File: src/rtl/envelope_if.sv
`default_nettype none
// ============================================================================
// Module   : envelope_if
// Purpose  : Control, sample and status bundle of the ADSR envelope stage.
//            The master drives gate/enable, the ADSR rates, the sustain level
//            and the incoming channel sample. The slave returns the scaled
//            sample, the current envelope level and the busy flag.
// Signals  : ena, gate                : advance enable, note on/off
//            attack, decay, rel [R]   : cycles-per-step rate periods
//            sustain [E]              : sustain level
//            in [N]                   : channel sample, offset binary
//            out [N]                  : scaled sample, offset binary
//            level [E], busy          : envelope status
// Revision : 1.0 - initial release
// ============================================================================
interface envelope_if #(
  parameter int N = 10,
  parameter int E = 8,
  parameter int R = 16
);
  logic         ena;
  logic         gate;
  logic [R-1:0] attack;
  logic [R-1:0] decay;
  logic [E-1:0] sustain;
  logic [R-1:0] rel;
  logic [N-1:0] in;
  logic [N-1:0] out;
  logic [E-1:0] level;
  logic         busy;

  modport master (
    output ena, gate, attack, decay, sustain, rel, in,
    input  out, level, busy
  );

  modport slave (
    input  ena, gate, attack, decay, sustain, rel, in,
    output out, level, busy
  );
endinterface
`default_nettype wire

File: src/rtl/envelope.sv
`default_nettype none
// ============================================================================
// Module   : envelope
// Purpose  : ADSR amplitude envelope. A gate-driven attack/decay/sustain/
//            release state machine produces an E-bit level; the offset-binary
//            channel sample is scaled about mid-scale by that level and
//            registered to the output.
// Ports    : clk  - system clock, rising edge
//            rst  - asynchronous reset, active low
//            bus  - envelope_if.slave (controls, rates, sample in/out, status)
// Revision : 1.0 - initial release
// ============================================================================
module envelope #(
  parameter int N = 10,
  parameter int E = 8,
  parameter int R = 16
) (
  input  logic      clk,
  input  logic      rst,
  envelope_if.slave bus
);

  localparam logic [2:0] c_st_idle    = 3'd0;
  localparam logic [2:0] c_st_attack  = 3'd1;
  localparam logic [2:0] c_st_decay   = 3'd2;
  localparam logic [2:0] c_st_sustain = 3'd3;
  localparam logic [2:0] c_st_release = 3'd4;

  localparam logic [E-1:0] c_lvl_max = '1;
  localparam logic [E-1:0] c_lvl_one = {{(E-1){1'b0}}, 1'b1};
  localparam logic [R-1:0] c_cnt_one = {{(R-1){1'b0}}, 1'b1};
  localparam logic [N-1:0] c_mid     = {1'b1, {(N-1){1'b0}}};

  logic [2:0]   r_state;
  logic [R-1:0] r_cnt;
  logic [E-1:0] r_level;
  logic [N-1:0] r_out;

  logic [R-1:0] w_rate;
  logic         w_step;

  // ---------------------------------------------------------------------------
  // Rate selection. The compare is >= so that a rate lowered below the
  // running count produces a step on the very next enabled cycle.
  // ---------------------------------------------------------------------------
  always_comb begin
    w_rate = '0;
    case (r_state)
      c_st_attack:  w_rate = bus.attack;
      c_st_decay:   w_rate = bus.decay;
      c_st_release: w_rate = bus.rel;
      default:      w_rate = '0;
    endcase
  end

  assign w_step = (r_cnt >= w_rate);

  // ---------------------------------------------------------------------------
  // Scaling: signed sample times unsigned level, floor-shifted back by E.
  // |q| <= |s| for any level, so the low N bits of q always hold the result.
  // ---------------------------------------------------------------------------
  logic signed [N-1:0] w_s;
  logic signed [N+E:0] w_s_ext;
  logic signed [N+E:0] w_l_ext;
  logic signed [N+E:0] w_p;
  logic signed [N+E:0] w_q;
  logic [N-1:0]        w_out;
  logic                w_unused_q;

  assign w_s        = {~bus.in[N-1], bus.in[N-2:0]};
  assign w_s_ext    = {{(E+1){w_s[N-1]}}, w_s};
  assign w_l_ext    = {{(N+1){1'b0}}, r_level};
  assign w_p        = w_s_ext * w_l_ext;
  assign w_q        = w_p >>> E;
  assign w_out      = {~w_q[N-1], w_q[N-2:0]};
  assign w_unused_q = ^w_q[N+E:N];

  // ---------------------------------------------------------------------------
  // Envelope state machine and output register
  // ---------------------------------------------------------------------------
  always_ff @(posedge clk or negedge rst) begin
    if (!rst) begin
      r_state <= c_st_idle;
      r_cnt   <= '0;
      r_level <= '0;
      r_out   <= c_mid;
    end else begin
      // Output scaling runs regardless of ena.
      r_out <= w_out;

      if (bus.ena) begin
        case (r_state)
          c_st_idle: begin
            if (bus.gate) begin
              r_state <= c_st_attack;
              r_cnt   <= '0;
            end
          end

          c_st_attack: begin
            // The step is applied even when the gate drops on the same
            // cycle, so an attack completing together with gate-off still
            // lands on full scale before release begins.
            if (w_step) begin
              r_cnt <= '0;
              if (r_level != c_lvl_max)
                r_level <= r_level + c_lvl_one;
            end else begin
              r_cnt <= r_cnt + c_cnt_one;
            end

            if (!bus.gate) begin
              r_state <= c_st_release;
              r_cnt   <= '0;
            end else if (w_step && (r_level >= c_lvl_max - c_lvl_one)) begin
              r_state <= c_st_decay;
            end
          end

          c_st_decay: begin
            if (!bus.gate) begin
              r_state <= c_st_release;
              r_cnt   <= '0;
            end else if (r_level <= bus.sustain) begin
              r_state <= c_st_sustain;
              r_cnt   <= '0;
            end else if (w_step) begin
              r_level <= r_level - c_lvl_one;
              r_cnt   <= '0;
            end else begin
              r_cnt <= r_cnt + c_cnt_one;
            end
          end

          c_st_sustain: begin
            // Level follows sustain live, including on the gate-off cycle.
            r_level <= bus.sustain;
            if (!bus.gate) begin
              r_state <= c_st_release;
              r_cnt   <= '0;
            end
          end

          c_st_release: begin
            // Retrigger resumes the attack from wherever the level is now.
            if (bus.gate) begin
              r_state <= c_st_attack;
              r_cnt   <= '0;
            end else if (r_level == '0) begin
              r_state <= c_st_idle;
              r_cnt   <= '0;
            end else if (w_step) begin
              r_level <= r_level - c_lvl_one;
              r_cnt   <= '0;
            end else begin
              r_cnt <= r_cnt + c_cnt_one;
            end
          end

          default: begin
            r_state <= c_st_idle;
            r_cnt   <= '0;
            r_level <= '0;
          end
        endcase
      end
    end
  end

  assign bus.out   = r_out;
  assign bus.level = r_level;
  assign bus.busy  = (r_state != c_st_idle);

endmodule
`default_nettype wire

File: src/flat_wrapper.sv
// flat-port wrapper written by rule: the top's interface ports become plain ports
module envelope_flat 
#(
  parameter int N = 10,
  parameter int E = 8,
  parameter int R = 16
)
  (clk, rst, bus_ena, bus_gate, bus_attack, bus_decay, bus_sustain, bus_rel, bus_in, bus_out, bus_level, bus_busy);
  envelope_if #(.N(N), .E(E), .R(R)) bus_i ();
  input  logic clk;
  input  logic rst;
  input wire logic [$bits(bus_i.ena)-1:0] bus_ena;
  input wire logic [$bits(bus_i.gate)-1:0] bus_gate;
  input wire logic [$bits(bus_i.attack)-1:0] bus_attack;
  input wire logic [$bits(bus_i.decay)-1:0] bus_decay;
  input wire logic [$bits(bus_i.sustain)-1:0] bus_sustain;
  input wire logic [$bits(bus_i.rel)-1:0] bus_rel;
  input wire logic [$bits(bus_i.in)-1:0] bus_in;
  output wire logic [$bits(bus_i.out)-1:0] bus_out;
  output wire logic [$bits(bus_i.level)-1:0] bus_level;
  output wire logic [$bits(bus_i.busy)-1:0] bus_busy;
  assign bus_i.ena = bus_ena;
  assign bus_i.gate = bus_gate;
  assign bus_i.attack = bus_attack;
  assign bus_i.decay = bus_decay;
  assign bus_i.sustain = bus_sustain;
  assign bus_i.rel = bus_rel;
  assign bus_i.in = bus_in;
  assign bus_out = bus_i.out;
  assign bus_level = bus_i.level;
  assign bus_busy = bus_i.busy;
  envelope #(.N(N), .E(E), .R(R)) u_core (.clk(clk), .rst(rst), .bus(bus_i));
endmodule
File: config.mk
export PLATFORM = sky130hd
export DESIGN_NAME = envelope_flat
export DESIGN_NICKNAME = d
export VERILOG_FILES = /design/src/rtl/envelope_if.sv /design/src/rtl/envelope.sv /design/src/flat_wrapper.sv
export SDC_FILE = /design/constraint.sdc
export NUM_CORES = 1
export LEC_CHECK = 0
export CAP_MARGIN = 30
export CORE_MARGIN = 4
export CORE_UTILIZATION = 55
export DETAILED_ROUTE_END_ITERATION = 10
export PLACE_DENSITY = 0.81
export SLEW_MARGIN = 20
export SYNTH_ARGS = -nofsm -noshare
export SYNTH_HDL_FRONTEND = slang
export SYNTH_SLANG_ARGS = --single-unit
File: constraint.sdc
create_clock -name clk -period 6 [get_ports clk]
set_clock_uncertainty 0.15 [all_clocks]
set_input_delay 0.9 -clock clk [delete_from_list [all_inputs] [get_ports clk]]
set_output_delay 0.9 -clock clk [all_outputs]
set_load 0.02 [all_outputs]
==> run_results.csv, run 1 <==
group,metric,value,unit
status,status,"finished, final reports clean",
logic_synthesis,synth_area_leaders,"fa_1 (22%), dfrtp_1 (16%), ha_1 (13%)",
power,power.switching,1.57,mW
cells_and_area,antennaDiodeCount,0,
placement,dpl_cell_area,0.00681,sq mm
logic_synthesis,ys_ff_latch,37,
sta,final.min_clock_period,5.41,ns
floorplanning,die_width,111,um
power,p_int,1.53,mW
sta,finalSetupTns,0,ns
routing,drc,0,
critical_path,path_max_fanout,8,
global_route,antenna_found_initial,0,
clock_network,cts_buffers,5,
floorplanning,coreArea,0.0103,sq mm
logic_synthesis,yosysWarnings,0,
clock_network,htreeDepth,2,
cells_and_area,layout-drive-gt1-share,0.0447,
sta,slew_headroom,0.467,
critical_path,end_kind,"register",
global_route,grt_max_degree,38,
power,vdd_drop_max,570,uV
floorplanning,start_util,0.562,
clock_network,cts_resized,0,
floorplanning,rows,37,
critical_path,r2r_cells,16,
routing,first_pass_iters,4,
placement,io_buffers,88,
cells_and_area,fill_cells,800,
logic_synthesis,avgSynthCellArea,8.49,sq um
cells_and_area,area_delta_synth_final,19.6,%
critical_path,cpMaxStageDelayCell,"clkdlybuf4s50_1",
logic_synthesis,yosysMostFrequentCell,"inv_1",
critical_path,cp_num_buf_inv,3,
clock_network,clk_pin_slew_worst_paths,0.09,ns
critical_path,critPathMostFrequentCell,"fa_1",
clock_network,cts_root_buf,"clkbuf_8",
logic_synthesis,synth_common_cells,"inv_1 (115), nand2_1 (69), fa_1 (64), ha_1 (62), nor2_1 (51)",
sta,setup_viol,0,
logic_synthesis,async_reset_ff_frac,1.00,
critical_path,cp_top_family,"adder cells",
power,finalPower,3.09,mW
clock_network,cts_tree,"yes",
logic_synthesis,ys_seq_area_frac,0.160,
placement,place_hpwl,11.1,mm
logic_synthesis,synth_area,0.00581,sq mm
flow_run,max-cap-violations,0,
clock_network,clock_latency,0.30,ns
routing,routed_wl,13.6,mm
power,p_per_area,445,mW/mm^2
critical_path,crit_path_max_incr_delay,0.54,ns
logic_synthesis,synth_cells,684,
floorplanning,die_h,111,um
routing,post_drt_via_cell_ratio,5.47,
routing,wl_per_cell,15.2,um
global_route,grt-ovfl-total,0,
critical_path,cp.depth,16,
floorplanning,ioPinCount,89,
critical_path,path_cells,"clkdlybuf4s50_1 -> and2_1 -> fa_1 -> inv_1 -> fa_1 -> fa_1 -> fa_1 -> inv_1 -> ha_1 -> a21o_1 -> a21oi_1 -> o31ai_4 -> a31oi_1 -> o21bai_2 -> a21oi_1 -> xnor2_1",
clock_network,cts_hold_buf,0,
logic_synthesis,ys.flop_type,"dfrtp_1",
sta,period_share,0.902,
placement,gp_congestion,0.884,
critical_path,critical_path_class,"in -> reg",
power,p_seq_frac,0.154,
power,p_clk_frac,0.074,
critical_path,cp-start-kind,"input port",
power,pwr-share-comb,0.772,
critical_path,critPathArrivalTime,5.49,ns
sta,drv_slew,0,
cells_and_area,fin_area,0.00694,sq mm
logic_synthesis,ys_types,54,
critical_path,required,6.08,ns
global_route,grt_usage,0.233,
floorplanning,die-area,0.0123,sq mm
power,p_sw_frac,0.506,
cells_and_area,final_util,0.673,
min_path,worstHoldPathType,"in -> async",
sta,fmax,0.185,GHz
sta,hold_viol,0,
logic_synthesis,yosys.area.top_type,"fa_1",
cells_and_area,nets,956,
routing,via_count,4910,
routing,ant_nets,0,
routing,drt_iter0_drc,238,
logic_synthesis,synth_edf_count,0,
logic_synthesis,synth_nets,880,
clock_network,ctsLongestPathBuffers,2,
sta,worstMarginPinSlew,0.799,ns
clock_network,post_cts_buffers,0,
global_route,grt_pass1_vias,5206,
power,leakagePower,3.33,nW
clock_network,cts_sinks,37,
logic_synthesis,post-synth-top-area-fraction,0.221,
global_route,grt_first_pass_wirelength,24.2,mm
sta,rsz0062_at_grt,"no",
## metal layers
layer	GRT usage	wire, um	vias up
li1	-	-	2389
met1	0.309	5850	2369
met2	0.404	6870	132
met3	0.0355	681	20
met4	0.0493	192	0
met5	0	0	-
## state kept, by name, summed over array words and instances, names as in the netlist
register	cells
u_core.r_cnt	16
u_core.bus.out	10
u_core.bus.level	8
u_core.r_state	3
## worst reg2reg max path: cells and delay by family, from the launching register on
kind                     cells  cell delay [ns]
buffers and inverters        3             0.14
AO/OA/AOI/OAI                6             1.20
flip-flops                   1             0.74
XOR/XNOR                     1             0.13
AND/OR/NAND/NOR              1             0.22
adder cells (fa/ha/maj)      5             2.41
## area by class of cell
type,count,area [sq um],area share
timing repair buffer,93,946,0.136
tap,136,170,0.0245
sequential,37,927,0.134
clock buffer,5,68.8,0.00991
clock inverter,3,43.8,0.00631
multi-input combinational,506,4350,0.626
inverter,117,439,0.0632
## cells in the final DEF, fill, tap and decap left out, types with 3 or more instances in the layout
cell             instances
nor3_1                  10
clkdlybuf4s50_1         87
a31oi_1                  4
a21o_1                   7
a21oi_1                 41
o21ai_0                 17
xnor2_1                 20
and2_1                  34
o22ai_1                  5
nor2_1                  51
nor2b_1                  6
nand2b_1                 7
and4_1                   3
inv_1                  115
o21bai_1                 3
nand4_1                  6
mux2i_1                  5
o21a_1                   5
nor4_1                   3
nand3_1                 11
mux2_4                   8
ha_1                    62
xor2_1                  12
dfrtp_1                 36
fa_1                    64
o21ai_1                  3
nand2_1                 69
or3_1                    3
clkbuf_8                 5
buf_4                    3
and3_1                   3
a22oi_1                 16
## power groups by stage
stage	clock, mW	combinational (mW)	sequential (mW)
after floorplan	0	1.81	0.452
after global placement	0	2.25	0.491
after detailed placement	0	2.40	0.478
after CTS	0.234	2.41	0.472
after global routing	0.247	2.75	0.490
final	0.229	2.38	0.477
## worst paths after layout
check	endpoint	slack [ns]	start
min in group clk	u_core.r_cnt[0]	0.40	u_core.r_cnt[0]
hold / removal	u_core.r_cnt[14]	0.29	rst
setup / recovery	u_core.bus.out[7]	0.59	bus_in[4]
setup reg to reg	u_core.bus.out[7]	0.94	u_core.bus.level[0]
hold reg to reg	u_core.r_cnt[0]	0.40	u_core.r_cnt[0]
max in group asynchronous	u_core.bus.out[9]	4.92	rst
## metrics by stage
| step | hold WS [ns] | worst slack [ns] | std cells |
|---|---|---|---|
| final | 0.292 | 0.586 | 897 |
| after floorplan | 0.354 | 1.06 | 684 |
| after global routing | 0.293 | 0.301 | 897 |
| after global placement | 0.380 | 0.397 | 887 |
| after CTS | 0.398 | 0.591 | 896 |
| after detailed placement | 0.386 | 0.271 | 888 |
## logic make-up after synthesis
family | after synthesis | share of synthesized area
and+or+nand+nor | 213 | 0.178
buffers and inverters | 141 | 0.0922
adders and majority gates | 126 | 0.354
AOI/OAI and AO/OA | 122 | 0.139
DFF | 37 | 0.160
xor gates and xnor gates | 32 | 0.0483
muxes | 13 | 0.0293
(Power assumes the default switching activity.)
==> run 2, diff against run 1 <==
PLACE_DENSITY = 0.88   (was 0.81)
==> run_results.csv, run 2 (same netlist as run 1, synthesis figures left out) <==
group,metric,value,unit
status,status,"finished, final reports clean",
critical_path,critPathMostFrequentCell,"fa_1",
sta,hold_viol,0,
routing,drt_iter0_drc,404,
power,finalPower,3.13,mW
clock_network,cts_root_buf,"clkbuf_8",
critical_path,r2r_start,"u_core.bus.level[4]",
sta,finalSetupTns,0,ns
sta,slew_headroom,0.441,
min_path,worstHoldPathType,"in -> async",
cells_and_area,fill_cells,789,
critical_path,end_kind,"register",
clock_network,cts_tree,"yes",
routing,wl_per_cell,16.2,um
cells_and_area,regMostFlops,"u_core.r_cnt",
cells_and_area,final_common_cell,"inv_1",
global_route,antenna_found_initial,0,
critical_path,worstReg2RegEnd,"u_core.bus.out[7]",
floorplanning,coreArea,0.0103,sq mm
clock_network,ctsLongestPathBuffers,2,
flow_run,max-cap-violations,0,
power,vdd_drop_max,461,uV
cells_and_area,largest_reg_flops,16,
global_route,grt_max_degree,38,
global_route,grt_usage,0.247,
critical_path,crit_path_max_incr_delay,0.63,ns
clock_network,htreeDepth,2,
sta,setup_viol,0,
floorplanning,die_h,111,um
floorplanning,die-area,0.0123,sq mm
critical_path,cp-start-kind,"input port",
floorplanning,start_util,0.562,
routing,drc,0,
critical_path,path_cells,"clkdlybuf4s50_1 -> nand2_1 -> fa_1 -> inv_1 -> fa_1 -> inv_1 -> fa_1 -> fa_1 -> inv_1 -> ha_1 -> a21o_1 -> a21oi_1 -> o31ai_4 -> a31oi_1 -> o21bai_2 -> a21oi_1 -> xnor2_1",
sta,fmax,0.184,GHz
routing,post_drt_via_cell_ratio,5.63,
placement,io_buffers,88,
floorplanning,die_width,111,um
cells_and_area,multi_input_comb_area,0.00434,sq mm
global_route,grt_first_pass_wirelength,25.5,mm
sta,final.min_clock_period,5.44,ns
cells_and_area,nets,958,
routing,ant_nets,0,
cells_and_area,area_delta_synth_final,19.4,%
clock_network,cts_sinks,37,
critical_path,cpMaxStageDelayCell,"clkdlybuf4s50_1",
cells_and_area,layout-drive-gt1-share,0.0446,
routing,routed_wl,14.5,mm
sta,period_share,0.906,
sta,worstMarginPinSlew,0.839,ns
critical_path,critPathArrivalTime,5.51,ns
critical_path,required,6.07,ns
clock_network,clock_latency,0.30,ns
clock_network,cts_buffers,5,
clock_network,post_cts_buffers,0,
sta,drv_slew,0,
placement,place_hpwl,11.6,mm
cells_and_area,final_cell_mix,"inv_1 (115), clkdlybuf4s50_1 (87), nand2_1 (69)",
clock_network,cts_hold_buf,0,
power,p_per_area,452,mW/mm^2
floorplanning,rows,37,
power,leakagePower,3.33,nW
placement,gp_congestion,0.893,
floorplanning,ioPinCount,89,
critical_path,ff2ff_setup_slack,1.01,ns
critical_path,critical_path_class,"in -> reg",
clock_network,cts_resized,0,
global_route,grt_pass1_vias,5440,
global_route,grt-ovfl-total,0,
cells_and_area,antennaDiodeCount,0,
cells_and_area,regArea,927,sq um
clock_network,clk_pin_slew_worst_paths,0.09,ns
sta,rsz0062_at_grt,"no",
routing,first_pass_iters,5,
critical_path,r2r_cells,15,
critical_path,path_max_fanout,8,
routing,via_count,5063,
[run 2: where the power goes]
| part | switching [mW] | internal, mW |
|---|---|---|
| Clock | 0.104 | 0.125 |
| Sequential | 0.115 | 0.335 |
| Combinational | 1.38 | 1.07 |
| Total | 1.60 | 1.53 |
[run 2: metrics by stage]
| stage | instance area [sq um] | hold slack (ns) | instances | setup WS, ns | util |
|---|---|---|---|---|---|
| floorplan | 5810 | 0.354 | 684 | 1.06 | - |
| global placement | 6800 | 0.387 | 890 | 0.407 | 0.659 |
| detailed placement | 6800 | 0.407 | 890 | 0.206 | 0.659 |
| CTS | 6910 | 0.420 | 898 | 0.527 | 0.670 |
| global route | 6930 | 0.297 | 899 | 0.274 | 0.672 |
| finish | 6930 | 0.280 | 899 | 0.564 | 0.672 |
[run 2: worst max path at each step]
stage                   start           endpoint  depth (start not counted)
floorplan           bus_in[9]  u_core.bus.out[7]                         16
global placement    bus_in[7]  u_core.bus.out[7]                         17
detailed placement  bus_in[3]  u_core.bus.out[7]                         18
CTS                 bus_in[3]  u_core.bus.out[7]                         18
global route        bus_in[7]  u_core.bus.out[7]                         17
finish              bus_in[7]  u_core.bus.out[7]                         17
[run 2: layer usage]
| layer | global-route usage | part of all wire | vias to the layer above |
|---|---|---|---|
| li1 | - | - | 2388 |
| met1 | 0.314 | 0.41 | 2431 |
| met2 | 0.422 | 0.50 | 204 |
| met3 | 0.0464 | 0.070 | 40 |
| met4 | 0.0854 | 0.024 | 0 |
| met5 | 0 | 0 | - |
[run 2: worst max-delay path, delay by kind of cell]
family / cells / cell delay [ns]
adders and majority gates: 5 / 2.39
AOI/OAI and AO/OA: 6 / 1.17
buffers and inverters: 4 / 0.78
xor gates and xnor gates: 1 / 0.14
and+or+nand+nor: 1 / 0.13
[run 2: final cells by class]
cell class | instances | share of cell area
clock buffer | 5 | 0.00992
clock inverter | 3 | 0.00632
inverter | 117 | 0.0633
multi-input combinational | 506 | 0.626
sequential | 37 | 0.134
tap | 136 | 0.0245
timing repair buffer | 95 | 0.136
